$ cat config.mk
export PLATFORM = sky130hd
export DESIGN_NAME = ps2_host_tx_flat
export DESIGN_NICKNAME = d
export VERILOG_FILES = /design/src/rtl/ps2_host_tx_pkg.sv /design/src/rtl/ps2_host_tx_if.sv /design/src/rtl/ps2_filtro_flanco.sv /design/src/rtl/ps2_host_tx.sv /design/src/flat_wrapper.sv
export SDC_FILE = /design/constraint.sdc
export NUM_CORES = 1
export LEC_CHECK = 0
export ABC_AREA = 0
export CORE_MARGIN = 10
export CORE_UTILIZATION = 50
export CTS_CLUSTER_SIZE = 14
export DETAILED_ROUTE_END_ITERATION = 16
export PLACE_DENSITY_LB_ADDON = 0.15
export SKIP_CTS_REPAIR_TIMING = 1
export SYNTH_ARGS = -nofsm -noshare
export SYNTH_HDL_FRONTEND = slang
export SYNTH_SLANG_ARGS = --single-unit
$ cat constraint.sdc
create_clock -name clk -period 2.1 [get_ports clk]
set_input_delay 0.42 -clock clk [delete_from_list [all_inputs] [get_ports clk]]
set_output_delay 0.42 -clock clk [all_outputs]
set_load 0.02 [all_outputs]
$ cat src/rtl/ps2_host_tx_pkg.sv
// ps2_host_tx_pkg: FSM state encodings and PS/2 command codes shared by the host transmitter.
package ps2_host_tx_pkg;
  typedef logic [7:0] cmd_t;
  typedef enum logic [2:0] {
    ST_IDLE    = 3'd0,
    ST_INHIBIT = 3'd1,
    ST_RTS     = 3'd2,
    ST_SEND    = 3'd3,
    ST_ACK     = 3'd4,
    ST_DONE    = 3'd5
  } state_t;
  localparam cmd_t CMD_LEDS   = 8'hED;
  localparam cmd_t CMD_ENABLE = 8'hF4;
  localparam cmd_t CMD_RESET  = 8'hFF;
endpackage

$ cat src/rtl/ps2_host_tx_if.sv
// ps2_host_tx_if: command handshake plus open-collector line controls of the PS/2 host transmitter.
interface ps2_host_tx_if;
  import ps2_host_tx_pkg::*;
  logic tx_start;
  cmd_t tx_data;
  logic ps2c_in;
  logic ps2d_in;
  logic ps2c_oe;
  logic ps2d_oe;
  logic tx_busy;
  logic tx_done;
  logic tx_err;
  modport master (
    output tx_start, tx_data, ps2c_in, ps2d_in,
    input  ps2c_oe, ps2d_oe, tx_busy, tx_done, tx_err
  );
  modport slave (
    input  tx_start, tx_data, ps2c_in, ps2d_in,
    output ps2c_oe, ps2d_oe, tx_busy, tx_done, tx_err
  );
endinterface

$ cat src/rtl/ps2_filtro_flanco.sv
// ps2_filtro_flanco: synchronizes the raw PS/2 clock, filters glitches over FILTER_LEN samples
// and pulses o_fall_tick for one cycle on a filtered high-to-low transition.
module ps2_filtro_flanco #(
  parameter int FILTER_LEN = 8
) (
  input  logic clk,
  input  logic reset,
  input  logic i_line,
  output logic o_fall_tick
);
  logic [1:0]            r_sync;
  logic [FILTER_LEN-1:0] r_hist;
  logic                  r_level;
  logic                  w_all0;
  logic                  w_all1;
  assign w_all0      = ~|r_hist;
  assign w_all1      = &r_hist;
  assign o_fall_tick = r_level & w_all0;
  // History and level reset to ones: an idle PS/2 line floats high.
  always_ff @(posedge clk) begin
    if (!reset) begin
      r_sync  <= 2'b11;
      r_hist  <= '1;
      r_level <= 1'b1;
    end else begin
      r_sync  <= {r_sync[0], i_line};
      r_hist  <= FILTER_LEN'({r_hist, r_sync[1]});
      r_level <= w_all1 ? 1'b1 : w_all0 ? 1'b0 : r_level;
    end
  end
endmodule

$ cat src/rtl/ps2_host_tx.sv
// ps2_host_tx: PS/2 host-to-device command sender: request-to-send, LSB-first byte with odd
// parity on device clock falls, acknowledge check, gap timeout and done/error reporting.
module ps2_host_tx
  import ps2_host_tx_pkg::*;
#(
  parameter int INHIBIT_CYCLES = 5000,
  parameter int TIMEOUT_CYCLES = 100000,
  parameter int FILTER_LEN     = 8
) (
  input logic          clk,
  input logic          reset,
  ps2_host_tx_if.slave bus
);
  localparam int CW = $clog2((INHIBIT_CYCLES > TIMEOUT_CYCLES ? INHIBIT_CYCLES : TIMEOUT_CYCLES) + 1);
  state_t        r_state, w_state_n;
  logic [CW-1:0] r_cnt, w_cnt_n;
  logic [3:0]    r_bits, w_bits_n;
  logic [8:0]    r_shift, w_shift_n;
  logic          r_dsend, w_dsend_n;
  logic          r_err, w_err_n;
  logic [1:0]    r_dsync;
  logic          w_tick;
  logic          w_timeout;
  ps2_filtro_flanco #(.FILTER_LEN(FILTER_LEN)) u_filtro (
    .clk         (clk),
    .reset       (reset),
    .i_line      (bus.ps2c_in),
    .o_fall_tick (w_tick)
  );
  assign w_timeout   = r_cnt == CW'(TIMEOUT_CYCLES);
  assign bus.ps2c_oe = (r_state == ST_INHIBIT) || (r_state == ST_RTS);
  assign bus.ps2d_oe = (r_state == ST_RTS) || ((r_state == ST_SEND) && r_dsend);
  assign bus.tx_busy = r_state != ST_IDLE;
  assign bus.tx_done = r_state == ST_DONE;
  assign bus.tx_err  = (r_state == ST_DONE) && r_err;
  always_ff @(posedge clk) begin
    if (!reset) begin
      r_state <= ST_IDLE;
      r_cnt   <= '0;
      r_bits  <= '0;
      r_shift <= '0;
      r_dsend <= 1'b0;
      r_err   <= 1'b0;
      r_dsync <= 2'b11;
    end else begin
      r_state <= w_state_n;
      r_cnt   <= w_cnt_n;
      r_bits  <= w_bits_n;
      r_shift <= w_shift_n;
      r_dsend <= w_dsend_n;
      r_err   <= w_err_n;
      r_dsync <= {r_dsync[0], bus.ps2d_in};
    end
  end
  always_comb begin
    w_state_n = r_state;
    w_cnt_n   = r_cnt;
    w_bits_n  = r_bits;
    w_shift_n = r_shift;
    w_dsend_n = r_dsend;
    w_err_n   = r_err;
    case (r_state)
      ST_IDLE: if (bus.tx_start) begin
        w_shift_n = {~^bus.tx_data, bus.tx_data};
        w_cnt_n   = '0;
        w_bits_n  = '0;
        w_err_n   = 1'b0;
        w_state_n = ST_INHIBIT;
      end
      ST_INHIBIT: begin
        w_cnt_n = r_cnt + CW'(1);
        if (r_cnt == CW'(INHIBIT_CYCLES - 1)) begin
          w_cnt_n   = '0;
          w_state_n = ST_RTS;
        end
      end
      ST_RTS: begin
        w_cnt_n   = '0;
        w_bits_n  = '0;
        w_dsend_n = 1'b1;
        w_state_n = ST_SEND;
      end
      // A tick takes priority over an expiring gap counter.
      ST_SEND: if (w_tick) begin
        w_cnt_n   = '0;
        w_bits_n  = r_bits + 4'd1;
        w_dsend_n = (r_bits == 4'd9) ? 1'b0 : ~r_shift[0];
        w_shift_n = (r_bits == 4'd9) ? r_shift : r_shift >> 1;
        w_state_n = (r_bits == 4'd9) ? ST_ACK : ST_SEND;
      end else if (w_timeout) begin
        w_dsend_n = 1'b0;
        w_err_n   = 1'b1;
        w_state_n = ST_DONE;
      end else begin
        w_cnt_n = r_cnt + CW'(1);
      end
      ST_ACK: if (w_tick) begin
        w_bits_n  = r_bits + 4'd1;
        w_err_n   = r_dsync[1];
        w_state_n = ST_DONE;
      end else if (w_timeout) begin
        w_err_n   = 1'b1;
        w_state_n = ST_DONE;
      end else begin
        w_cnt_n = r_cnt + CW'(1);
      end
      ST_DONE: w_state_n = ST_IDLE;
      default: w_state_n = ST_IDLE;
    endcase
  end
endmodule
$ cat src/flat_wrapper.sv
// flat-port wrapper written by rule: the top's interface ports become plain ports
module ps2_host_tx_flat import ps2_host_tx_pkg::*;
#(
  parameter int INHIBIT_CYCLES = 5000,
  parameter int TIMEOUT_CYCLES = 100000,
  parameter int FILTER_LEN     = 8
)
  (clk, reset, bus_tx_start, bus_tx_data, bus_ps2c_in, bus_ps2d_in, bus_ps2c_oe, bus_ps2d_oe, bus_tx_busy, bus_tx_done, bus_tx_err);
  ps2_host_tx_if bus_i ();
  input logic clk;
  input logic reset;
  input wire logic [$bits(bus_i.tx_start)-1:0] bus_tx_start;
  input wire logic [$bits(bus_i.tx_data)-1:0] bus_tx_data;
  input wire logic [$bits(bus_i.ps2c_in)-1:0] bus_ps2c_in;
  input wire logic [$bits(bus_i.ps2d_in)-1:0] bus_ps2d_in;
  output wire logic [$bits(bus_i.ps2c_oe)-1:0] bus_ps2c_oe;
  output wire logic [$bits(bus_i.ps2d_oe)-1:0] bus_ps2d_oe;
  output wire logic [$bits(bus_i.tx_busy)-1:0] bus_tx_busy;
  output wire logic [$bits(bus_i.tx_done)-1:0] bus_tx_done;
  output wire logic [$bits(bus_i.tx_err)-1:0] bus_tx_err;
  assign bus_i.tx_start = bus_tx_start;
  assign bus_i.tx_data = bus_tx_data;
  assign bus_i.ps2c_in = bus_ps2c_in;
  assign bus_i.ps2d_in = bus_ps2d_in;
  assign bus_ps2c_oe = bus_i.ps2c_oe;
  assign bus_ps2d_oe = bus_i.ps2d_oe;
  assign bus_tx_busy = bus_i.tx_busy;
  assign bus_tx_done = bus_i.tx_done;
  assign bus_tx_err = bus_i.tx_err;
  ps2_host_tx #(.INHIBIT_CYCLES(INHIBIT_CYCLES), .TIMEOUT_CYCLES(TIMEOUT_CYCLES), .FILTER_LEN(FILTER_LEN)) u_core (.clk(clk), .reset(reset), .bus(bus_i));
endmodule
==> impl_metrics.json <==
{
  "status": "complete, no violations",
  "syn_avg_cell_area_um2": 8.35,
  "rsz0062_at_grt": "no",
  "finalSetupTns_ns": 0,
  "ys_warn_count": 0,
  "grt_remaining_overflow": 0,
  "grt_pass1_vias": 2146,
  "crit_arrival_ns": 1.59,
  "io_pins": 18,
  "clk_path_buf_depth": 2,
  "fin_crit_ns": 2.01,
  "powerDensity_mw_per_mm2": 610,
  "setup_viol": 0,
  "seqPwrFrac": 0.527,
  "syn-cell-area_mm2": 0.00249,
  "ant_nets": 0,
  "area_growth_pct": 21.1,
  "seq_area_um2": 968,
  "ys_types": 55,
  "num_vias": 2292,
  "whs_ns": 0.415,
  "core_mm2": 0.00479,
  "antenna_cells": 0,
  "criticalPathCategory": "flop to output pin",
  "final_nets": 351,
  "chipWidth_um": 90.6,
  "peakVddDrop_v": 0.000444,
  "cts_made_buffers": 5,
  "wl_met2_um": 2590,
  "hold_path_class": "flop to flop",
  "finalCoreUtilization": 0.630,
  "p_sw_w": 0.000512,
  "synthArstFlopShare": 0,
  "dr.pass1.iters": 4,
  "wl_met3_um": 269,
  "ys_seq_elements": 48,
  "slew-limit-headroom": 0.651,
  "top_layer": "met4",
  "grt_usage": 0.139,
  "synthFlopType": "dfxtp_1",
  "cap_violations": 0,
  "dpl_cell_area_mm2": 0.00289,
  "synth_edf_count": 0,
  "cts_tree": "yes",
  "drt-wirelength-per-cell_um": 14.4,
  "pwr-share-clk": 0.312,
  "grt_first_pass_wirelength_um": 9840,
  "die-height_um": 90.6,
  "ctsRootBufferMaster": "clkbuf_8",
  "viasPerCell": 5.70,
  "wl_met1_um": 2870,
  "finalNonFillerCells": 402,
  "p_int_w": 0.00132,
  "h-tree-depth": 2,
  "skew_ns": 0.0117,
  "drive_gt1_frac": 0.146,
  "cp.required_ns": 1.68,
  "fin_area_mm2": 0.00301,
  "routed_wl_um": 5780,
  "routabilityCongestion": 0.891,
  "portBuffers": 17,
  "endpoint_kind": "output pin",
  "clk_pin_slew_ns": 0.09,
  "seq_area_frac_synth": 0.386,
  "antenna_found_initial": 0,
  "power_switching_share": 0.279,
  "leakage_nw": 1.16,
  "fillers": 426,
  "syn-num-nets": 315,
  "cts_sinks": 48,
  "grt_max_degree": 18,
  "period_share": 0.958,
  "synthesis.instances": 298,
  "path_max_fanout": 12,
  "placementRows": 25,
  "multiInputGateArea_mm2": 0.00147,
  "start_util": 0.520,
  "worstMarginPinSlew_ns": 0.519,
  "drc": 0,
  "dieArea_mm2": 0.00820,
  "drt-initial-drc-count": 125,
  "startpoint_type": "flop",
  "placed_cells": 394,
  "hpwl_um": 4370,
  "max_freq_mhz": 497,
  "insertion_delay_ns": 0.31,
  "hold_viol_final": 0,
  "p_comb_frac": 0.161,
  "slew_violations": 0
}
per-layer routing:
metal / global-route usage / up-vias
li1: - / 1170
met1: 0.188 / 1070
met2: 0.218 / 47
met3: 0.0283 / 5
met4: 0.0318 / 0
met5: 0 / -
placed cells by master (no fill, tap or decap), types with 2 or more instances in the layout:
cell,synthesis,routed
o21ai_0,9,9
and4b_1,2,2
a311oi_1,8,8
nor3_1,8,8
nand2b_1,14,14
o22a_1,2,2
o21ai_1,5,5
nand4_1,9,9
or3_1,12,12
and4_1,3,3
ha_1,4,4
a21oi_1,22,21
xnor2_1,9,9
nor2b_1,2,2
xor2_1,2,2
nand2_1,40,40
clkdlybuf4s50_1,0,13
dfxtp_2,0,3
o211ai_1,2,2
o32ai_1,2,2
a211oi_1,4,4
nor2_1,25,24
inv_1,8,8
o21a_1,2,2
buf_4,0,23
clkbuf_8,0,5
nor4b_2,0,2
o31ai_1,4,4
nand3_1,8,8
dfxtp_1,48,44
nor4_4,2,2
dlymetal6s2s_1,0,4
and3_1,3,3
worst max-delay path: stages, from the launching register on:
cell and delay, ns:
dfxtp_4 0.40, xnor2_1 0.13, nor2_1 0.14, clkdlybuf4s50_1 0.63
kinds of logic after synthesis:
logic type / count (synthesis) / synth area share
AO/OA/AOI/OAI: 74 / 0.212
XOR/XNOR: 11 / 0.0387
adder cells (fa/ha/maj): 4 / 0.0201
buffers and inverters: 20 / 0.0322
flip-flops: 48 / 0.386
multiplexers: 1 / 0.00402
AND/OR/NAND/NOR: 140 / 0.307
power by group through the flow:
stage	combinational (W)	sequential, W	clock, W
5_1_grt	0.000329	0.000972	0.000616
6_report	0.000297	0.000968	0.000572
2_1_floorplan	0.000184	0.000976	0
3_3_place_gp	0.000294	0.000987	0
4_1_cts	0.000298	0.000967	0.000585
3_5_place_dp	0.000296	0.000988	0
cell type report:
cell class | instances | area share
inverters | 8 | 0.00997
well taps | 67 | 0.0278
clock inverters | 3 | 0.00748
flip-flops and latches | 48 | 0.321
repair buffers | 41 | 0.124
multi-input cells | 230 | 0.487
clock buffers | 5 | 0.0228
flip-flops by register name, indices dropped and copies added (netlist names):
signal,flops
u_core.r_err,1
u_core.r_dsend,1
u_core.r_bits,4
u_core.r_shift,9
u_core.r_cnt,17
u_core.u_filtro.r_sync,2
u_core.r_dsync,2
u_core.u_filtro.r_hist,8
u_core.r_state,3
u_core.u_filtro.r_level,1
per-stage QoR:
step	power, W	setup WS, ns
finish	0.00184	0.0875
CTS	0.00185	-0.198
detailed placement	0.00128	0.00283
floorplan	0.00116	0.313
global placement	0.00128	0.0466
global route	0.00192	0.00589
synthesized netlist by cell type (all sizes together) (3+ instances only):
library cell  number  area [um2]
nand2b            14        87.6
clkbuf             7        26.3
a211oi             4        30.0
nor4b              3        26.3
ha                 4        50.1
a311oi             8        70.1
o21ai             14        70.1
nand3              8        40.0
dfxtp             48         961
or3               12        75.1
xnor2              9        78.8
nor3               8        40.0
and4               3        26.3
nand4              9        56.3
inv                8        30.0
nor2              25        93.8
nor4               3        48.8
o31ai              4        30.0
a21oi             22         110
nand2             40         150
buf                5        23.8
and3               3        18.8
path summary, 6_finish.rpt:
check / start / to / slack (ns) / cells after the start
setup / recovery: u_core.r_state[1]$_SDFFE_PN0P_ / bus_ps2c_oe / 0.09 / 3
hold / removal: u_core.u_filtro.r_sync[1]$_SDFF_PN1_ / u_core.u_filtro.r_hist[0]$_SDFF_PN1_ / 0.42 / 1
setup reg to reg: u_core.r_state[0]$_SDFFE_PN0P_ / u_core.r_cnt[4]$_SDFFE_PN0P_ / 0.15 / 6
hold reg to reg: u_core.u_filtro.r_sync[1]$_SDFF_PN1_ / u_core.u_filtro.r_hist[0]$_SDFF_PN1_ / 0.42 / 1
No activity file was read; power rests on OpenSTA's default activity.
